$ cat config.mk
export PLATFORM = sky130hd
export DESIGN_NAME = memory_port_arbiter
export DESIGN_NICKNAME = d
export VERILOG_FILES = /design/src/rtl/memory_port_arbiter.sv
export SDC_FILE = /design/constraint.sdc
export NUM_CORES = 1
export LEC_CHECK = 0
export BUFFER_PORTS_ARGS = -buffer_cell sky130_fd_sc_hd__buf_2
export CAP_MARGIN = 20
export CELL_PAD_IN_SITES_DETAIL_PLACEMENT = 1
export CELL_PAD_IN_SITES_GLOBAL_PLACEMENT = 1
export CORE_MARGIN = 2
export CORE_UTILIZATION = 29
export CTS_BUF_LIST = sky130_fd_sc_hd__clkbuf_16
export DETAILED_ROUTE_END_ITERATION = 7
export PLACE_DENSITY_LB_ADDON = 0.1
export SLEW_MARGIN = 10
export SYNTH_ARGS = -nofsm -noshare
export SYNTH_HDL_FRONTEND = slang
export SYNTH_SLANG_ARGS = --single-unit
$ cat constraint.sdc
create_clock -name clock -period 1.86 [get_ports clock]
set_input_delay 0.279 -clock clock [delete_from_list [all_inputs] [get_ports clock]]
set_output_delay 0.279 -clock clock [all_outputs]
set_load 0.005 [all_outputs]
$ cat src/rtl/memory_port_arbiter.sv
// ============================================================================
// Module   : memory_port_arbiter
// Purpose  : Shares one memory port between instruction fetch and the memory
//            stage. One transaction is outstanding at a time. Data accesses
//            win arbitration. Fetch responses killed by a flush are dropped.
//            The block also drives the pipeline-wide stallControl.
// Options  : MEMARB_FAIRNESS_EN - when defined, fetch is forced a grant after
//            FAIR_LIMIT consecutive data grants made while fetch was waiting.
// Revision : 1.0 - initial release
// ============================================================================
`default_nettype none

module memory_port_arbiter #(
    parameter int ADDR_WIDTH = 32,
    parameter int DATA_WIDTH = 32,
    parameter int FAIR_LIMIT = 4
) (
    input  logic                  clock,
    input  logic                  reset,
    // fetch stage
    input  logic                  fetchRequest,
    input  logic [ADDR_WIDTH-1:0] fetchAddress,
    input  logic                  fetchKill,
    output logic                  fetchReady,
    output logic [DATA_WIDTH-1:0] fetchData,
    // memory stage
    input  logic                  dataRequest,
    input  logic                  dataWrite,
    input  logic [ADDR_WIDTH-1:0] dataAddress,
    input  logic [DATA_WIDTH-1:0] dataWriteData,
    input  logic [3:0]            dataByteEnable,
    output logic                  dataReady,
    output logic [DATA_WIDTH-1:0] dataReadData,
    // external memory
    output logic                  memRequest,
    output logic                  memWrite,
    output logic [ADDR_WIDTH-1:0] memAddress,
    output logic [DATA_WIDTH-1:0] memWriteData,
    output logic [3:0]            memByteEnable,
    input  logic                  memAccept,
    input  logic                  memResponseValid,
    input  logic [DATA_WIDTH-1:0] memReadData,
    // pipeline control
    output logic                  stallControl
);

    typedef enum logic [1:0] {
        ST_IDLE  = 2'd0,
        ST_ISSUE = 2'd1,
        ST_WAIT  = 2'd2
    } state_t;

    state_t                r_state;
    logic                  r_ownerData;
    logic                  r_killed;
    logic                  r_memRequest;
    logic                  r_memWrite;
    logic [ADDR_WIDTH-1:0] r_memAddress;
    logic [DATA_WIDTH-1:0] r_memWriteData;
    logic [3:0]            r_memByteEnable;

    logic w_fetchEligible;
    logic w_grantData;
    logic w_grantFetch;
    logic w_respInWait;

    assign w_fetchEligible = fetchRequest && !fetchKill;

`ifdef MEMARB_FAIRNESS_EN
    localparam int c_CNT_W = $clog2(FAIR_LIMIT + 1);

    logic [c_CNT_W-1:0] r_fairCount;
    logic               w_forceFetch;

    // Fetch is owed a turn once enough data grants have starved it.
    assign w_forceFetch = (r_fairCount == c_CNT_W'(FAIR_LIMIT)) && w_fetchEligible;
    assign w_grantData  = dataRequest && !w_forceFetch;
    assign w_grantFetch = !w_grantData && w_fetchEligible;

    // Count data grants made while fetch is waiting; saturates at the limit.
    always_ff @(posedge clock) begin
        if (reset) begin
            r_fairCount <= '0;
        end else if (r_state == ST_IDLE) begin
            if (w_grantFetch || !fetchRequest) begin
                r_fairCount <= '0;
            end else if (w_grantData && (r_fairCount != c_CNT_W'(FAIR_LIMIT))) begin
                r_fairCount <= r_fairCount + c_CNT_W'(1);
            end
        end
    end
`else
    assign w_grantData  = dataRequest;
    assign w_grantFetch = !dataRequest && w_fetchEligible;
`endif

    // Transaction sequencer: arbitrate, hold the request until accepted, then
    // wait for the single response.
    always_ff @(posedge clock) begin
        if (reset) begin
            r_state         <= ST_IDLE;
            r_ownerData     <= 1'b0;
            r_killed        <= 1'b0;
            r_memRequest    <= 1'b0;
            r_memWrite      <= 1'b0;
            r_memAddress    <= '0;
            r_memWriteData  <= '0;
            r_memByteEnable <= 4'b0000;
        end else begin
            case (r_state)
                ST_IDLE: begin
                    r_killed <= 1'b0;
                    if (w_grantData) begin
                        r_ownerData     <= 1'b1;
                        r_memRequest    <= 1'b1;
                        r_memWrite      <= dataWrite;
                        r_memAddress    <= dataAddress;
                        r_memWriteData  <= dataWriteData;
                        r_memByteEnable <= dataByteEnable;
                        r_state         <= ST_ISSUE;
                    end else if (w_grantFetch) begin
                        // Instruction fetch is always a full-word read.
                        r_ownerData     <= 1'b0;
                        r_memRequest    <= 1'b1;
                        r_memWrite      <= 1'b0;
                        r_memAddress    <= fetchAddress;
                        r_memWriteData  <= '0;
                        r_memByteEnable <= 4'b1111;
                        r_state         <= ST_ISSUE;
                    end
                end
                ST_ISSUE: begin
                    if (fetchKill && !r_ownerData) begin
                        r_killed <= 1'b1;
                    end
                    if (memAccept) begin
                        r_memRequest <= 1'b0;
                        r_state      <= ST_WAIT;
                    end
                end
                ST_WAIT: begin
                    if (memResponseValid) begin
                        r_killed <= 1'b0;
                        r_state  <= ST_IDLE;
                    end else if (fetchKill && !r_ownerData) begin
                        r_killed <= 1'b1;
                    end
                end
                default: begin
                    r_state      <= ST_IDLE;
                    r_memRequest <= 1'b0;
                end
            endcase
        end
    end

    // A response only counts in WAIT; reset masks everything immediately,
    // including a response still arriving from the transaction being dropped.
    assign w_respInWait = !reset && (r_state == ST_WAIT) && memResponseValid;

    // A kill arriving with the response itself also drops that response.
    assign fetchReady   = w_respInWait && !r_ownerData && !r_killed && !fetchKill;
    assign dataReady    = w_respInWait && r_ownerData;
    assign fetchData    = (!reset && r_state == ST_WAIT) ? memReadData : '0;
    assign dataReadData = (!reset && r_state == ST_WAIT) ? memReadData : '0;

    assign stallControl = !reset && dataRequest && !dataReady;

    assign memRequest    = r_memRequest && !reset;
    assign memWrite      = r_memWrite && !reset;
    assign memAddress    = reset ? '0 : r_memAddress;
    assign memWriteData  = reset ? '0 : r_memWriteData;
    assign memByteEnable = reset ? 4'b0000 : r_memByteEnable;

endmodule

`default_nettype wire

==> results.yml <==
run_status:
  status: "finished clean"
yosys:
  syn_inst: 408
  syn_nets: 553
  syn_area_per_cell_um2: 9.76
  synth.distinct_cells: 35
  synthFlopType: "dfxtp_1"
  synth_edf_count: 0
  yosysWarnings: 0
  synth_seq_area_share_pct: 37.2
  synth-async-reset-ratio_pct: 0
  syn_area_mm2: 0.00398
  ys_ff_latch: 74
detailed_routing:
  drc: 0
  detail_route.vias_per_cell: 4.57
  vias: 3782
  dr.first_iter.drc_count: 78
  ant_nets: 0
  drt-total-wl_mm: 13.0
  firstDrtPassIters: 4
  routedWlPerCell_um: 15.8
setup_path:
  endpoint_kind: "primary output"
  worstSetupStartpoint: "r_state[0]$_SDFFE_PP0P_"
  worstPathRequired_ns: 1.58
  endpoint: "fetchData[20]"
  path_max_fanout: 16
  critical_path.max_stage_delay_ns: 0.36
  criticalPathCategory: "reg -> out"
  arrival_ns: 1.57
  ff2ff_setup_slack_ns: 0.15
  rr_worst_depth: 6
  crit_chain: "inv_4, ha_4, nor2b_4, buf_6, and2_1, buf_2"
  cp_slowest_cell: "dfxtp_4"
  startpoint_type: "register"
  r2r_start: "r_state[0]$_SDFFE_PP0P_"
  r2r-end: "r_memAddress[16]$_SDFFE_PP0P_"
cts:
  cts.reportedPaths.clkPinSlew_ns: 0.06
  cts.sinks: 74
  cts_root_buffer: "clkbuf_16"
  cts_buffer_depth: 2
  htree_levels: 3
  cts_tree: "done"
  clk-insertion-delay-late_ns: 0.33
  numCtsBuffers: 9
sta:
  slew_violations: 0
  hold-worst-slack_ns: 0.157
  finalSetupTns_ns: 0
  period_share_pct: 99.7
  setup_viol: 0
  slew_headroom_pct: 74.6
  max_freq_mhz: 539
  fin_crit_ns: 1.85
  finalHoldViolCount: 0
  worstMarginPinSlew_ns: 0.381
  grt_setup_unrepaired: "true"
  finClkSkew_ns: 0.00264
cells_and_area:
  drive_gt1_share_pct: 54.1
  diodes: 0
  n_fill_cell: 1609
  final_cell_mix: "buf_2 (244), dfxtp_1 (72), nor2b_1 (68)"
  syn_to_final_growth_pct: 46.0
  final_common_cell: "buf_2"
  fin_nets: 791
pwr:
  clkPwrFrac_pct: 32.9
  switchingPower_mw: 1.22
  irDropWorstVdd_uv: 321
  p_leak_nw: 3.13
  internal_power_mw: 3.31
  switching_share_pct: 27.0
  fin_total_pwr_mw: 4.53
  pwr-share-comb_pct: 26.3
  powerDensity_mw_per_mm2: 779
  seqPwrFrac_pct: 40.8
die:
  num_rows: 42
  ioPinCount: 277
  dieArea_mm2: 0.0147
  die_h_um: 121
  coreArea_mm2: 0.0133
  initial_core_util_pct: 29.8
  dieWidth_um: 121
grt:
  grt_pass1_vias: 3788
  antenna_found_initial: 2
  track_usage_pct: 16.9
  overflow: 0
  grt_max_degree: 60
  grt_first_pass_wirelength_mm: 19.2
place:
  numPortBuffers: 276
  dpl.hpwl_mm: 9.80
  gp_congestion: 0.735
hold_path:
  hold_path.class: "in -> reg"
run:
  maxCapViolations: 0
==> critical path: cells and delay by family, from the launching register on <==
family	cells	cell delay, ns
flops	1	0.36
buf+inv	3	0.36
simple gates	2	0.39
fa+ha+maj	1	0.13
==> per-layer routing <==
layer	track usage, %	vias to the layer above	wire, um
met5	0	-	30
met4	5.10	4	177
met3	5.45	15	1100
met2	32.8	153	7100
met1	16.8	1791	4630
li1	-	1819	-
==> cell families after synthesis <==
| family | count (synthesis) | synth area share [%] |
|---|---|---|
| simple gates | 147 | 21.1 |
| buf+inv | 67 | 11.8 |
| mux | 65 | 17.3 |
| fa+ha+maj | 5 | 1.57 |
| compound gates | 50 | 11.0 |
| flops | 74 | 37.2 |
==> synthesized netlist by cell type, drive strengths merged, types with 2 or more instances <==
| master | number | area (um2) |
|---|---|---|
| mux2 | 32 | 360 |
| dfxtp | 74 | 1480 |
| buf | 55 | 422 |
| mux2i | 33 | 330 |
| a311oi | 2 | 17.5 |
| o221a | 4 | 45.0 |
| and2b | 4 | 30.0 |
| a21oi | 2 | 10.0 |
| nor2 | 34 | 130 |
| and2 | 32 | 200 |
| ha | 5 | 62.6 |
| nand2 | 3 | 11.3 |
| clkbuf | 7 | 26.3 |
| inv | 5 | 21.3 |
| a22o | 33 | 289 |
| nor2b | 69 | 432 |
| a211oi | 2 | 15.0 |
==> registers in the layout, indices dropped and copies added (netlist names) <==
name and flops:
r_killed 1, r_memRequest 1, r_memAddress 32, r_ownerData 1, r_memWriteData 32, r_memByteEnable 4
r_state 2, r_memWrite 1
==> power groups by stage <==
stage	sequential (mW)	clock (mW)	combinational, mW
after floorplan	1.86	0	0.771
after global placement	1.87	0	1.11
after detailed placement	1.88	0	1.13
after CTS	1.85	1.55	1.15
after global routing	1.87	1.64	1.32
final	1.85	1.49	1.19
==> through the flow <==
step           area [um2]  std cells  util, %  setup slack (ns)
2_1_floorplan        3980        408        -             0.182
3_3_place_gp         5230        806     39.2             0.205
3_5_place_dp         5230        806     39.2            0.0995
4_1_cts              5530        823     41.4           -0.0138
5_1_grt              5820        827     43.6           -0.0936
6_report             5820        827     43.6           0.00603
==> final cells by class <==
type,count,area (um2),area share [%]
Clock buffer,9,225,3.87
Inverter,5,23.8,0.409
Timing Repair Buffer,289,1730,29.7
Sequential cell,74,1490,25.5
Multi-Input combinational cell,267,2110,36.2
Tap cell,176,220,3.78
Clock inverter,7,27.5,0.473
==> how the worst min path moves through the flow <==
| stage | from | to | slack, ns | cells after the start |
|---|---|---|---|---|
| 3_3_place_gp | r_memRequest$_SDFFE_PP0P_ | r_memRequest$_SDFFE_PP0P_ | 0.48 | 1 |
| 3_5_place_dp | r_memRequest$_SDFFE_PP0P_ | r_memRequest$_SDFFE_PP0P_ | 0.49 | 1 |
| 2_1_floorplan | dataWrite | r_memWrite$_SDFFE_PP0P_ | 0.40 | 1 |
| 5_1_grt | dataWriteData[21] | r_memWriteData[21]$_SDFFE_PP0P_ | 0.15 | 2 |
| 4_1_cts | dataWriteData[21] | r_memWriteData[21]$_SDFFE_PP0P_ | 0.15 | 2 |
| 6_report | dataWrite | r_memWrite$_SDFFE_PP0P_ | 0.16 | 2 |
==> repair_timing <==
action                     CTS  global route
hold buffers                 0             0
pin swaps                    0             8
buffers inserted             0             3
gates resized for setup     11            50
gates cloned                 1             1
setup endpoints to repair   66            66
Power figures use the tool's default switching activity.
